--- src/rtl/xadc_drp_seq.sv ---
// xadc_drp_seq
//   XADC DRP read sequencer. On each end-of-conversion pulse, reads the next
//   auxiliary-channel status register from a round-robin address list. The
//   12-bit code is presented with a channel tag and a one-cycle valid strobe.
//   A hung DRP is detected by a timeout. A conversion that arrives while a
//   read is in flight is reported as an overrun and dropped.
//
// Optional build macro: XADC_DRP_AVG_EN
//   Adds per-channel averaging over 2**AVG_LOG2 samples. Only the averaged
//   result is strobed out.
//
// Ports
//   i_clk            system clock (also the XADC dclk)
//   i_rst_n          asynchronous active-low reset
//   i_enable         run; low parks the block in IDLE after any read completes
//   i_eoc            XADC end-of-conversion pulse
//   o_den/o_dwe      DRP enable / write enable (dwe tied low)
//   o_daddr          DRP address, held for the whole read
//   o_di             DRP write data (tied low)
//   i_drdy/i_do_in   DRP ready / read data
//   o_sample_valid   one-cycle strobe for o_sample_data/o_sample_ch
//   o_sample_data    ADC code (do_in[15:4])
//   o_sample_ch      index into ADDR_LIST of the result
//   o_timeout_err    one-cycle pulse when a read is aborted
//   o_overrun        one-cycle pulse for an eoc dropped outside WAIT_EOC
//   o_busy           high while a DRP read is outstanding
module xadc_drp_seq #(
  parameter int unsigned         NUM_CH      = 2,
  parameter logic [NUM_CH*7-1:0] ADDR_LIST   = {7'h17, 7'h16},
  parameter int unsigned         TIMEOUT_CYC = 64,
  parameter int unsigned         AVG_LOG2    = 2
) (
  input  logic        i_clk,
  input  logic        i_rst_n,
  input  logic        i_enable,
  input  logic        i_eoc,
  output logic        o_den,
  output logic        o_dwe,
  output logic [6:0]  o_daddr,
  output logic [15:0] o_di,
  input  logic        i_drdy,
  input  logic [15:0] i_do_in,
  output logic        o_sample_valid,
  output logic [11:0] o_sample_data,
  output logic [1:0]  o_sample_ch,
  output logic        o_timeout_err,
  output logic        o_overrun,
  output logic        o_busy
);

  localparam int unsigned TW = (TIMEOUT_CYC > 2) ? $clog2(TIMEOUT_CYC) : 2;

  typedef enum logic [2:0] {
    S_IDLE, S_WAIT_EOC, S_ISSUE, S_WAIT_RDY, S_REPORT
  } state_t;

  state_t        r_state, w_next;
  logic [1:0]    r_idx, w_idx_nxt;
  logic [TW-1:0] r_timer;
  logic [6:0]    r_daddr, w_addr;
  logic [11:0]   r_data, w_code;
  logic [1:0]    r_ch;
  logic          r_overrun;
  logic          w_tmo_hit;
  logic          w_take;

  assign w_idx_nxt = (r_idx == 2'(NUM_CH - 1)) ? '0 : r_idx + 2'd1;
  assign w_take    = (r_state == S_WAIT_RDY) && i_drdy;
  // drdy has priority over the timeout in the final cycle.
  assign w_tmo_hit = (r_state == S_WAIT_RDY) && !i_drdy &&
                     (r_timer == TW'(TIMEOUT_CYC - 1));

  always_comb begin
    w_addr = '0;
    for (int unsigned i = 0; i < NUM_CH; i++) begin
      if (r_idx == 2'(i)) w_addr = ADDR_LIST[7*i +: 7];
    end
  end

  always_comb begin
    w_next = r_state;
    case (r_state)
      S_IDLE:     if (i_enable) w_next = S_WAIT_EOC;
      S_WAIT_EOC: begin
        if (!i_enable)  w_next = S_IDLE;
        else if (i_eoc) w_next = S_ISSUE;
      end
      S_ISSUE:    w_next = S_WAIT_RDY;
      S_WAIT_RDY: begin
        if (i_drdy)         w_next = S_REPORT;
        else if (w_tmo_hit) w_next = i_enable ? S_WAIT_EOC : S_IDLE;
      end
      S_REPORT:   w_next = i_enable ? S_WAIT_EOC : S_IDLE;
      default:    w_next = S_IDLE;
    endcase
  end

  always_ff @(posedge i_clk or negedge i_rst_n) begin
    if (!i_rst_n) begin
      r_state   <= S_IDLE;
      r_idx     <= '0;
      r_timer   <= '0;
      r_daddr   <= '0;
      r_data    <= '0;
      r_ch      <= '0;
      r_overrun <= 1'b0;
    end else begin
      r_state   <= w_next;
      // An eoc in IDLE is still an overrun while enabled.
      r_overrun <= i_eoc && (r_state != S_WAIT_EOC) &&
                   !((r_state == S_IDLE) && !i_enable);
      if ((r_state == S_WAIT_EOC) && (w_next == S_ISSUE)) r_daddr <= w_addr;
      if (r_state == S_ISSUE)         r_timer <= '0;
      else if (r_state == S_WAIT_RDY) r_timer <= r_timer + TW'(1);
      if (w_take) begin
        r_data <= w_code;
        r_ch   <= r_idx;
      end
      if (w_tmo_hit || (r_state == S_REPORT)) r_idx <= w_idx_nxt;
    end
  end

`ifdef XADC_DRP_AVG_EN
  localparam int unsigned AW = 12 + AVG_LOG2;
  localparam int unsigned CW = AVG_LOG2 + 1;

  logic [AW-1:0] r_acc [4];
  logic [CW-1:0] r_cnt [4];
  logic          r_emit;
  logic [AW-1:0] w_sum;

  assign w_sum  = r_acc[r_idx] + AW'(i_do_in[15:4]);
  assign w_code = 12'(w_sum >> AVG_LOG2);

  always_ff @(posedge i_clk or negedge i_rst_n) begin
    if (!i_rst_n) begin
      for (int unsigned i = 0; i < 4; i++) begin
        r_acc[i] <= '0;
        r_cnt[i] <= '0;
      end
      r_emit <= 1'b0;
    end else if (r_state == S_IDLE) begin
      for (int unsigned i = 0; i < 4; i++) begin
        r_acc[i] <= '0;
        r_cnt[i] <= '0;
      end
      r_emit <= 1'b0;
    end else if (w_take) begin
      if (r_cnt[r_idx] == CW'((1 << AVG_LOG2) - 1)) begin
        r_acc[r_idx] <= '0;
        r_cnt[r_idx] <= '0;
        r_emit       <= 1'b1;
      end else begin
        r_acc[r_idx] <= w_sum;
        r_cnt[r_idx] <= r_cnt[r_idx] + CW'(1);
        r_emit       <= 1'b0;
      end
    end
  end

  assign o_sample_valid = (r_state == S_REPORT) && r_emit;
`else
  logic w_unused;
  assign w_unused       = ^{i_do_in[3:0], AVG_LOG2[0]};
  assign w_code         = i_do_in[15:4];
  assign o_sample_valid = (r_state == S_REPORT);
`endif

  assign o_den         = (r_state == S_ISSUE);
  assign o_dwe         = 1'b0;
  assign o_di          = '0;
  assign o_daddr       = r_daddr;
  assign o_sample_data = r_data;
  assign o_sample_ch   = r_ch;
  assign o_timeout_err = w_tmo_hit;
  assign o_overrun     = r_overrun;
  assign o_busy        = (r_state == S_ISSUE) || (r_state == S_WAIT_RDY);

endmodule

--- config.mk ---
export PLATFORM = sky130hd
export DESIGN_NAME = xadc_drp_seq
export DESIGN_NICKNAME = d
export VERILOG_FILES = /design/src/rtl/xadc_drp_seq.sv
export SDC_FILE = /design/constraint.sdc
export NUM_CORES = 1
export LEC_CHECK = 0
export ABC_CLOCK_PERIOD_IN_PS = 2100
export BUFFER_PORTS_ARGS = -buffer_cell sky130_fd_sc_hd__buf_2
export CAP_MARGIN = 20
export CORE_UTILIZATION = 47
export CTS_CLUSTER_DIAMETER = 50
export CTS_CLUSTER_SIZE = 28
export DETAILED_ROUTE_END_ITERATION = 6
export PLACE_DENSITY = 0.88
export SETUP_SLACK_MARGIN = 0.05
export SLEW_MARGIN = 20
export SYNTH_ARGS = -nofsm -noshare
export SYNTH_HDL_FRONTEND = slang
export SYNTH_SLANG_ARGS = --single-unit
--- constraint.sdc ---
create_clock -name i_clk -period 2.1 [get_ports i_clk]
set_clock_uncertainty 0.15 [all_clocks]
set_input_delay 0.315 -clock i_clk [delete_from_list [all_inputs] [get_ports i_clk]]
set_output_delay 0.315 -clock i_clk [all_outputs]
set_load 0.02 [all_outputs]
==> key figures <==
Outcome
  • Status: finished with violations
  • Failing checks: design-rule violations

Synthesis
  • Mux share of post-synthesis cell area: 16.5%
  • Cells after synthesis: 121
  • Synth Area in Compound Gates: 7.17%
  • Ys Warns: 0
  • Dominant combinational cell family by area after synthesis: multiplexers
  • Yosys top cell by area: dfrtp_1
  • Adder-Cell Fraction of Synth Area: 0.843%
  • Post-synth EDFFs: 0
  • Unique masters post-synth: 32
  • FFs w/ async S/R, synth: 100%
  • Synth area leaders: dfrtp_1, buf_4, mux2_4
  • Avg Inst Size Synth: 12.3 µm²
  • Seq/Total Area, Yosys: 47.2%
  • XOR/XNOR Fraction of Synth Area: 0.590%
  • Count leader, synth: dfrtp_1
  • Synth top cells by count: dfrtp_1, buf_4, mux2_4
  • Synth Area in Simple Gates: 12.1%
  • Yosys top cell area share: 47.2%
  • #FFs+latches synth: 28
  • Commonest register cell after synthesis: dfrtp_1
  • Mapped cell area: 1480 µm²

Timing
  • Slew Limit Fails: 0
  • Worst slew pin tran: 594 ps
  • Final setup violation count: 0
  • FMAX: 0.505 GHz
  • Tmin final: 1980 ps
  • Setup TNS: 0 ps
  • Unrepaired setup endpoints after global routing: false
  • Max-slew headroom: 60.4%
  • Final hold vios: 0
  • Period utilisation layout: 94.3%
  • Post-route setup slack: 121 ps

Finish
  • Finished Layout Cells: 211
  • NumNets Final: 190
  • Layout cells sized above 1: 47.3%
  • Area of the multi-input gates: 636 µm²
  • Register area: 704 µm²
  • Utilization after layout: 58.0%
  • Area Overhead vs Synth: 18.4%
  • Fillers: 265
  • # diodes: 0

Power and ir drop
  • LEAKAGE: 0.908 nW
  • Pwr Density: 1370 nW/µm²
  • Final Power: 0.00241 W
  • VDD IR max: 0.000608 V

Global route
  • Pin count of the biggest net entering global routing: 29
  • First-pass GRT wire length: 4130 µm
  • Initial antenna violation count: 0
  • GR Overflow Total: 0
  • Number of global-route vias before repair: 923
  • GRT Overall Usage: 16.1%

Floorplan
  • Core area: 3030 µm²
  • Rows: 20
  • Die W: 58.2 µm
  • Ports: 64
  • Die Y-Extent: 58.2 µm
  • Die area: 3390 µm²
  • Initial cell density of the core: 49.0%

Critical path
  • Startpoint type of the worst setup path: flip-flop
  • WP data arrival: 1510 ps
  • Max FO, Critical Path: 5
  • Critical Path RT: 1630 ps
  • CP endpoint kind: primary output
  • Critical path type: flip-flop to primary output

Hold path
  • HP Class: input pin to flip-flop

Clocking
  • Worst-skew pair later-pin latency: 330 ps
  • H-tree depth: 1
  • Reg clk slew, reported paths: 160 ps
  • Num CTS Buffers: 3
  • Clock buffer depth: 2
  • Clk sinks: 28
  • TritonCTS clock tree: done
  • CTS Root Cell: clkbuf_4

Routing
  • Antenna-violating nets left: 0
  • DRC: 1
  • WL final: 2660 µm
  • DR vias: 992
  • Initial DRC count: 60
  • Routed wire per std cell: 12.6 µm
  • DR pass1 iterations: 6
  • Via/cell ratio: 4.70

Placement
  • Routability cong.: 0.810
  • Input/output buffers: 39
  • Place WS: 333 ps
  • Number of instances in the placed design: 197
  • DP HPWL: 1730 µm

Flow run
  • Max-Cap Viols: 0
[layout make-up]
cell class | instances | area share, %
Sequential cell | 28 | 40.1
Multi-Input combinational cell | 81 | 36.2
Timing Repair Buffer | 49 | 16.2
Tap cell | 44 | 3.13
Clock inverter | 1 | 1.71
Inverter | 5 | 1.35
Clock buffer | 3 | 1.28
[logic make-up (layout without fill, tap and decap cells)]
| kind of cell | count (synthesis) | count (layout) |
|---|---|---|
| AOI/OAI and AO/OA | 13 | 13 |
| DFF | 28 | 28 |
| adders and majority gates | 1 | 1 |
| muxes | 19 | 19 |
| buffers and inverters | 31 | 58 |
| xor gates and xnor gates | 1 | 1 |
| other | 1 | 20 |
| and+or+nand+nor | 27 | 27 |
[path summary, 6_finish.rpt]
path,startpoint,endpoint,slack [ps],cells after the start
max in group asynchronous,i_rst_n,r_state[0],1030,2
min,i_do_in[12],o_sample_data[8],50,2
max reg2reg,r_state[1],o_sample_ch[0],410,5
min reg2reg,r_idx[1],o_daddr[2],370,1
min in group asynchronous,i_rst_n,r_timer[0],350,2
max,r_state[1],o_sample_valid,120,3
[power by group]
| group | switching (W) | internal, W |
|---|---|---|
| logic | 0.000589 | 0.000557 |
| clock network | 0.000164 | 0.000193 |
| registers | 0.000160 | 0.000751 |
[registers in the layout, indices dropped and copies added, names as in the netlist]
register       count
o_daddr            2
o_overrun          1
o_sample_ch        2
o_sample_data     12
r_idx              2
r_state            3
r_timer            6
[metrics by stage]
stage,hold slack (ps),instance area (µm²)
finish,47.3,1760
global route,12.5,1760
CTS,32.4,1680
detailed placement,216,1600
global placement,213,1600
floorplan,-131,1560
[cell usage in the layout (no fill, tap or decap), types with 2 or more instances in the layout]
cell	count
a22o_1	3
buf_2	39
buf_4	8
clkbuf_4	3
conb_1	20
dfrtp_1	25
dfrtp_2	3
inv_1	4
mux2_2	8
mux2_4	9
mux2i_1	2
nand2_1	7
nand3_1	3
nand3b_1	4
nor2b_1	2
nor3b_1	3
o211ai_1	2
o21ai_0	2
o311ai_0	2
[what timing repair did]
action                                  4_1_cts  5_1_grt
endpoints found under the hold margin        28        0
pin swaps                                     0        1
hold buffers                                  1        0
endpoints found under the setup margin        2        2
setup buffers                                 2        7
gates cloned                                  0        0
gates resized for setup                       1        4
[metal layers]
layer  up-vias  part of all wire (%)  wire (µm)  GRT usage (%)
met2        39                    54       1440           26.9
met3         2                   4.5        121           4.91
met4         0                  0.53         14           3.74
met5         -                     0          0              0
li1        467                     -          -              -
met1       484                    41       1080           20.4
[critical path: stages (launching register included)]
cell and delay, ps:
dfrtp_2 470, or3b_2 500, inv_1 60, buf_2 150
Note: power is estimated with default switching activity, not from simulation.
